### src/rtl/unified_mem_arbiter.sv
// unified_mem_arbiter
// Shares one single-ported memory between the instruction-fetch port and the
// load/store port. One access is in flight at a time. The data port has
// priority, and a saturating starvation counter forces a fetch grant after
// STARVE_MAX consecutive data grants taken while a fetch was waiting.
// mem_rdata is expected valid in the response cycle, MEM_LAT cycles after the
// mem_en cycle. It is forwarded to the owner in that cycle and captured so
// that the rdata outputs hold it until the owner's next response.
module unified_mem_arbiter #(
  parameter int ADDR_W     = 32,
  parameter int DATA_W     = 32,
  parameter int MEM_LAT    = 1,
  parameter int STARVE_MAX = 4
) (
  input  logic              clk,
  input  logic              rst_n,
  input  logic              if_req,
  input  logic [ADDR_W-1:0] if_addr,
  output logic              if_gnt,
  output logic              if_rvalid,
  output logic [DATA_W-1:0] if_rdata,
  input  logic              d_req,
  input  logic              d_we,
  input  logic [ADDR_W-1:0] d_addr,
  input  logic [DATA_W-1:0] d_wdata,
  output logic              d_gnt,
  output logic              d_rvalid,
  output logic [DATA_W-1:0] d_rdata,
  output logic              mem_en,
  output logic              mem_we,
  output logic [ADDR_W-1:0] mem_addr,
  output logic [DATA_W-1:0] mem_wdata,
  input  logic [DATA_W-1:0] mem_rdata
);

  localparam logic [1:0] IDLE  = 2'd0;
  localparam logic [1:0] ISSUE = 2'd1;
  localparam logic [1:0] WAIT  = 2'd2;
  localparam logic [1:0] RESP  = 2'd3;

  localparam logic OWN_IF = 1'b0;
  localparam logic OWN_D  = 1'b1;

  // The wait counter holds at most MEM_LAT-1; the starve counter at most STARVE_MAX.
  localparam int CNT_W = (MEM_LAT > 1) ? $clog2(MEM_LAT) : 1;
  localparam int SC_W  = (STARVE_MAX > 0) ? $clog2(STARVE_MAX + 1) : 1;

  logic [1:0]        state;
  logic [1:0]        state_nxt;
  logic              owner;
  logic              we_q;
  logic [ADDR_W-1:0] addr_q;
  logic [DATA_W-1:0] wdata_q;
  logic [CNT_W-1:0]  wait_cnt;
  logic [SC_W-1:0]   starve_cnt;
  logic [DATA_W-1:0] if_hold;
  logic [DATA_W-1:0] d_hold;

  logic arb;
  logic any_req;
  logic starved;
  logic pick_d;
  logic issue;
  logic resp;

  // Saturating increment for the starvation counter.
  function automatic logic [SC_W-1:0] sat_inc(input logic [SC_W-1:0] v);
    return (v == SC_W'(STARVE_MAX)) ? v : v + SC_W'(1);
  endfunction

  // Arbitration happens only in IDLE and RESP, so RESP overlaps the next pick.
  assign arb     = (state == IDLE) || (state == RESP);
  assign any_req = if_req | d_req;
  assign starved = if_req && (starve_cnt == SC_W'(STARVE_MAX));
  assign pick_d  = d_req && !starved;
  assign issue   = (state == ISSUE);
  assign resp    = (state == RESP);

  // Next-state selection for the access sequencer.
  always_comb begin
    state_nxt = state;
    case (state)
      IDLE:    if (any_req) state_nxt = ISSUE;
      ISSUE:   state_nxt = (MEM_LAT > 1) ? WAIT : RESP;
      WAIT:    if (wait_cnt == CNT_W'(1)) state_nxt = RESP;
      RESP:    state_nxt = any_req ? ISSUE : IDLE;
      default: state_nxt = IDLE;
    endcase
  end

  // State, winner capture and latency countdown.
  always_ff @(posedge clk or negedge rst_n) begin
    if (!rst_n) begin
      state    <= IDLE;
      owner    <= OWN_IF;
      we_q     <= 1'b0;
      addr_q   <= '0;
      wdata_q  <= '0;
      wait_cnt <= '0;
    end else begin
      state <= state_nxt;
      if (arb && any_req) begin
        owner   <= pick_d ? OWN_D : OWN_IF;
        addr_q  <= pick_d ? d_addr : if_addr;
        we_q    <= pick_d & d_we;
        wdata_q <= pick_d ? d_wdata : '0;
      end
      if (issue) begin
        wait_cnt <= CNT_W'(MEM_LAT - 1);
      end else if (state == WAIT) begin
        wait_cnt <= wait_cnt - CNT_W'(1);
      end
    end
  end

  // Starvation counter: counts data wins while a fetch is pending.
  always_ff @(posedge clk or negedge rst_n) begin
    if (!rst_n) begin
      starve_cnt <= '0;
    end else if (!if_req) begin
      starve_cnt <= '0;
    end else if (arb && any_req) begin
      starve_cnt <= pick_d ? sat_inc(starve_cnt) : '0;
    end
  end

  // Capture the response word so rdata holds between rvalid pulses.
  always_ff @(posedge clk or negedge rst_n) begin
    if (!rst_n) begin
      if_hold <= '0;
      d_hold  <= '0;
    end else if (resp) begin
      if (owner == OWN_D) begin
        d_hold <= we_q ? '0 : mem_rdata;
      end else begin
        if_hold <= mem_rdata;
      end
    end
  end

  assign if_gnt    = issue & (owner == OWN_IF);
  assign d_gnt     = issue & (owner == OWN_D);
  assign mem_en    = issue;
  assign mem_we    = issue & we_q;
  assign mem_addr  = issue ? addr_q : '0;
  assign mem_wdata = (issue & we_q) ? wdata_q : '0;

  assign if_rvalid = resp & (owner == OWN_IF);
  assign d_rvalid  = resp & (owner == OWN_D);
  assign if_rdata  = if_rvalid ? mem_rdata : if_hold;
  assign d_rdata   = d_rvalid ? (we_q ? '0 : mem_rdata) : d_hold;

endmodule

### config.mk
export PLATFORM = sky130hd
export DESIGN_NAME = unified_mem_arbiter
export DESIGN_NICKNAME = d
export VERILOG_FILES = /design/src/rtl/unified_mem_arbiter.sv
export SDC_FILE = /design/constraint.sdc
export NUM_CORES = 1
export LEC_CHECK = 0
export CAP_MARGIN = 20
export CORE_ASPECT_RATIO = 1.2
export CORE_UTILIZATION = 39
export DETAILED_ROUTE_END_ITERATION = 7
export PLACE_DENSITY = 0.79
export SETUP_SLACK_MARGIN = 0.3
export SYNTH_ARGS = -nofsm -noshare
export SYNTH_HDL_FRONTEND = slang
export SYNTH_SLANG_ARGS = --single-unit
### constraint.sdc
create_clock -name clk -period 1.6 [get_ports clk]
set_input_delay 0.16 -clock clk [delete_from_list [all_inputs] [get_ports clk]]
set_output_delay 0.16 -clock clk [all_outputs]
set_load 0.02 [all_outputs]
# Word level (Yosys, flattened, before mapping)
# Cells that the tools add are included.
# word_totals
ff_bits	136
latchBits	0
ramBits	0
mem_bits_ro	0
in_bits	133
out_inout_bits	134
word_cells	56
mem_count	0
# op_classes
n_addsub	2
n_mul	0
div	0
magnitude_cmp	0
n_eq_ne	8
shifts	0
mux	18
bitwise	8
reduce_logical	11
# op_table
operator	n
2-to-1 mux 32 bit	7
2-to-1 mux 3 bit	4
one-hot mux 2 bit (4 select lines)	1
AND reduction 2 bit	4
bitwise AND 1 bit	6
== test 2 bit (second input constant)	2
2-to-1 mux 1 bit	4
2-to-1 mux 2 bit	2
!= test 2 bit (second input constant)	2
adder 3 x 1 -> 3 bit (second input constant)	1
== test 3 bit (second input constant)	1
logical AND 1 bit	3
!= test 3 bit (second input constant)	1
== test 2 x 1 -> 1 bit (second input constant)	1
logical NOT 2 bit	1
!= test 2 x 1 -> 1 bit (second input constant)	1
nonzero test 2 bit	1
logical NOT 1 bit	1
logical OR 1 bit	1
inverter 1 bit	1
OR 1 bit	1
subtractor 1 bit (second input constant)	1

# Longest topological paths before layout
# depth
depth_word	7
ltp_mapped	8

# Least setup slack after synthesis
# OpenSTA, ideal clock, no wires.
# synth_timing
path_type	reg2out
startpoint	register state[1]
endpoint	output mem_addr[14]
arrival_ns	1.537
required_time_ns	1.440
setup_slack_ns	-0.097
stages_incl_launch_ff	6
n_path_buf	2
cell_sequence	dfrtp_1 inv_1 ha_1 buf_1 clkbuf_1 and2_1
# synth_via
elab_chain_len	2
# synth_rtl
item	line	rtl
start, declared	48	logic [1:0] state;
start signal, assigned	101	state <= state_nxt;
== test 2 x 1 -> 1 bit	76	assign issue = (state == ISSUE);
via mem_en	29	output logic mem_en,
2-to-1 mux 32 bit	145	assign mem_addr = issue ? addr_q : '0;
end, declared	31	output logic [ADDR_W-1:0] mem_addr,
# The timed path passes the listed nets, and every way through them passes these cells.

# Worst setup path after layout
# layout_timing
startpoint	register state[1]
endpoint	output if_rdata[11]
# layout_via
elab_chain_len	3
# layout_rtl
item	line	rtl
== test 2 bit	77	assign resp = (state == RESP);
bitwise AND 1 bit	148	assign if_rvalid = resp & (owner == OWN_IF);
2-to-1 mux 32 bit	150	assign if_rdata = if_rvalid ? mem_rdata : if_hold;
end, declared	21	output logic [DATA_W-1:0] if_rdata,
# No other way between the ends.

==> flow_summary_export.csv <==
group,metric,value,unit
placement,gp_congestion,0.826,
setup_path,rr_endpoint,"addr_q[30]$_DFFE_PN0P_",
detailed_routing,ant_nets,0,
setup_path,reg2reg_slack,-0.33,ns
power,p_leak,5.27,nW
global_route,grt_max_degree,47,
placement,dpl.hpwl,14.0,mm
sta,setup_violations,204,
run_status,violations,"setup timing",
cts,htreeDepth,4,
setup_path,crit_fanout,5,
sta,maxSlewHeadroom,69.1,%
power,irDropWorstVdd,0.00111,V
logic_synthesis,synth_top_area_cell,"dfrtp_1",
global_route,grt_overflow,0,
setup_path,crit_path_start_kind,"register",
setup_path,crit_type,"register to output port",
layout,layout.cells.non_filler,1106,
placement,pre_cts_ws,-0.447,ns
layout,final_nets,1025,
logic_synthesis,synth_edf_count,0,
layout,fillCellCount,1038,
sta,rsz0062_at_grt,"true",
layout,area_growth,82.2,%
detailed_routing,routed_wl,22.4,mm
setup_path,critPathArrivalTime,1.89,ns
power,p_per_area,2370,nW/um^2
layout,regArea,3400,sq um
cts,cts_buffer_depth,2,
placement,place_inst,1034,
sta,skew,0.00884,ns
setup_path,worstReg2RegStart,"state[1]$_DFFE_PN0P_",
floorplan,core,15600,sq um
sta,final.setup.tns,-65.81,ns
global_route,grt_pass1_wl,31.9,mm
setup_path,required,1.44,ns
logic_synthesis,yosysTopAreaCellShare,55.0,%
sta,period_needed,2.05,ns
global_route,grt_pass1_vias,6069,
logic_synthesis,ys_ff_latch,136,
sta,post-route-period-util,128,%
layout,drive_gt1_share,46.9,%
cts,clk_latency,0.42,ns
logic_synthesis,yosys-top-cells-area,"dfrtp_1 (55%), mux2_1 (5.3%), o21ai_0 (5.2%)",
floorplan,ios,267,
cts,clk_pin_slew,0.05,ns
floorplan,die_height,140,microns
logic_synthesis,ys_seq_area_share,55.0,%
detailed_routing,route.detailed.drc,0,
power,total_power,26.8,mW
layout,final_common_cell,"dfrtp_1",
detailed_routing,first_pass_iters,5,
sta,drv_slew,0,
sta,hold_viol_final,0,
layout,mostFrequentLayoutCells,"dfrtp_1 (136), clkdlybuf4s50_1 (131), buf_4 (117), buf_6 (76), nand2_1 (36)",
detailed_routing,wl_per_cell,20.3,microns
detailed_routing,avgViaCountPerCell,5.34,
flow_run,maxCapViolCount,0,
layout,multi_input_area,3140,sq um
placement,numPortBuffers,266,
logic_synthesis,syn_area,6180,sq um
setup_path,critPathCaptureType,"output port",
hold_path,hp-class,"input port to async pin",
logic_synthesis,syn-instance-count,556,
logic_synthesis,syn_area_per_cell,11.1,sq um
floorplan,dieArea,16400,sq um
global_route,grtUsageTotal,25.8,%
cts,cts_tree,"yes",
sta,tightest_slew,0.464,ns
cts,cts_buffers,17,
floorplan,initial_core_util,39.7,%
cts,cts-root-buf,"clkbuf_16",
cts,cts_sinks,136,
sta,fin_hold_ws,0.202,ns
logic_synthesis,ys_types,33,
run_status,outcome,"finished with violations",
logic_synthesis,ys_warn_count,0,
setup_path,reg2regPathDepth,9,
sta,clock.fmax,0.487,GHz
global_route,antenna_found_initial,0,
layout,antenna_cells,0,
detailed_routing,vias,5909,
floorplan,fp.dieW,117,microns
sta,worst_slack,-0.454,ns
logic_synthesis,syn_nets,696,
floorplan,num_rows,50,
detailed_routing,drt_iter0_markers,363,
logic_synthesis,synth_flop_cell,"dfrtp_1",
logic_synthesis,async_flop_share,100,%
-- routing by layer --
metal	wire [microns]	track usage [%]	up-vias
met5	0	0	-
met2	11300	44.4	269
li1	-	-	2643
met1	8600	28.8	2946
met3	1780	8.61	51
met4	680	10.7	0
-- critical path, stage by stage (launching register included) --
cell and delay, ns:
dfrtp_1 0.41, ha_4 0.20, nand2b_4 0.14, buf_6 0.15, clkbuf_16 0.14, mux2_4 0.31, buf_6 0.14
-- Yosys cell counts (3+ instances only) --
cell type,number
buf_6,9
nand3_1,3
ha_1,7
dfrtp_1,136
a22o_1,33
buf_2,12
a2bb2oi_1,32
o21ai_0,64
mux2_2,5
a31oi_1,32
nand2b_1,33
inv_1,6
and3_1,34
and2_1,34
mux2_1,29
nand2_1,37
clkbuf_1,30
-- cell type report --
cell class / instances / area share [%]
repair buffers: 364 / 33.9
flip-flops and latches: 136 / 30.2
multi-input cells: 359 / 27.9
clock buffers: 24 / 4.19
well taps: 208 / 2.31
clock inverters: 8 / 1.28
inverters: 7 / 0.233
-- cells by family (layout without fill, tap and decap cells) --
kind of cell	Yosys count	count (layout)	synth area share [%]
AOI/OAI and AO/OA	167	167	18.3
xor gates and xnor gates	1	1	0.142
adders and majority gates	7	7	1.42
buffers and inverters	61	403	5.16
DFF	136	136	55.0
muxes	35	35	6.35
and+or+nand+nor	149	149	13.6
-- per-stage QoR --
step / util, % / cell area (sq um)
after floorplan: - / 6840
after global placement: 63.7 / 9920
after detailed placement: 63.7 / 9920
after CTS: 69.8 / 10900
after global routing: 72.3 / 11300
final: 72.3 / 11300
-- state kept, by name, indices dropped and copies added, names as in the netlist --
register    count
d_hold         32
if_hold        32
wait_cnt        1
owner           1
starve_cnt      3
wdata_q        32
we_q            1
state           2
addr_q         32
-- how the worst max path moves through the flow --
stage / startpoint / endpoint / slack [ns]
2_1_floorplan: state[1]$_DFFE_PN0P_ / addr_q[1]$_DFFE_PN0P_ / 0.03
3_3_place_gp: state[0]$_DFFE_PN0P_ / if_rdata[7] / -0.38
3_5_place_dp: state[0]$_DFFE_PN0P_ / if_rdata[8] / -0.45
4_1_cts: state[0]$_DFFE_PN0P_ / if_rdata[12] / -0.49
5_1_grt: state[1]$_DFFE_PN0P_ / if_rdata[5] / -0.51
6_report: state[1]$_DFFE_PN0P_ / if_rdata[11] / -0.45
-- repair_timing --
item	4_1_cts	5_1_grt
pin swaps	0	1
endpoints found under the hold margin	112	0
gates resized for setup	707	49
buffers inserted	16	9
hold buffers	1	0
endpoints found under the setup margin	259	260
gates cloned	7	7
-- where the power goes --
group	switching, mW	total [mW]	leakage, nW	internal [mW]
Combinational	7.80	16.8	3.32	8.98
Clock	1.44	4.13	0.302	2.69
Sequential	0.744	5.84	1.65	5.09
Power figures use the tool's default switching activity.
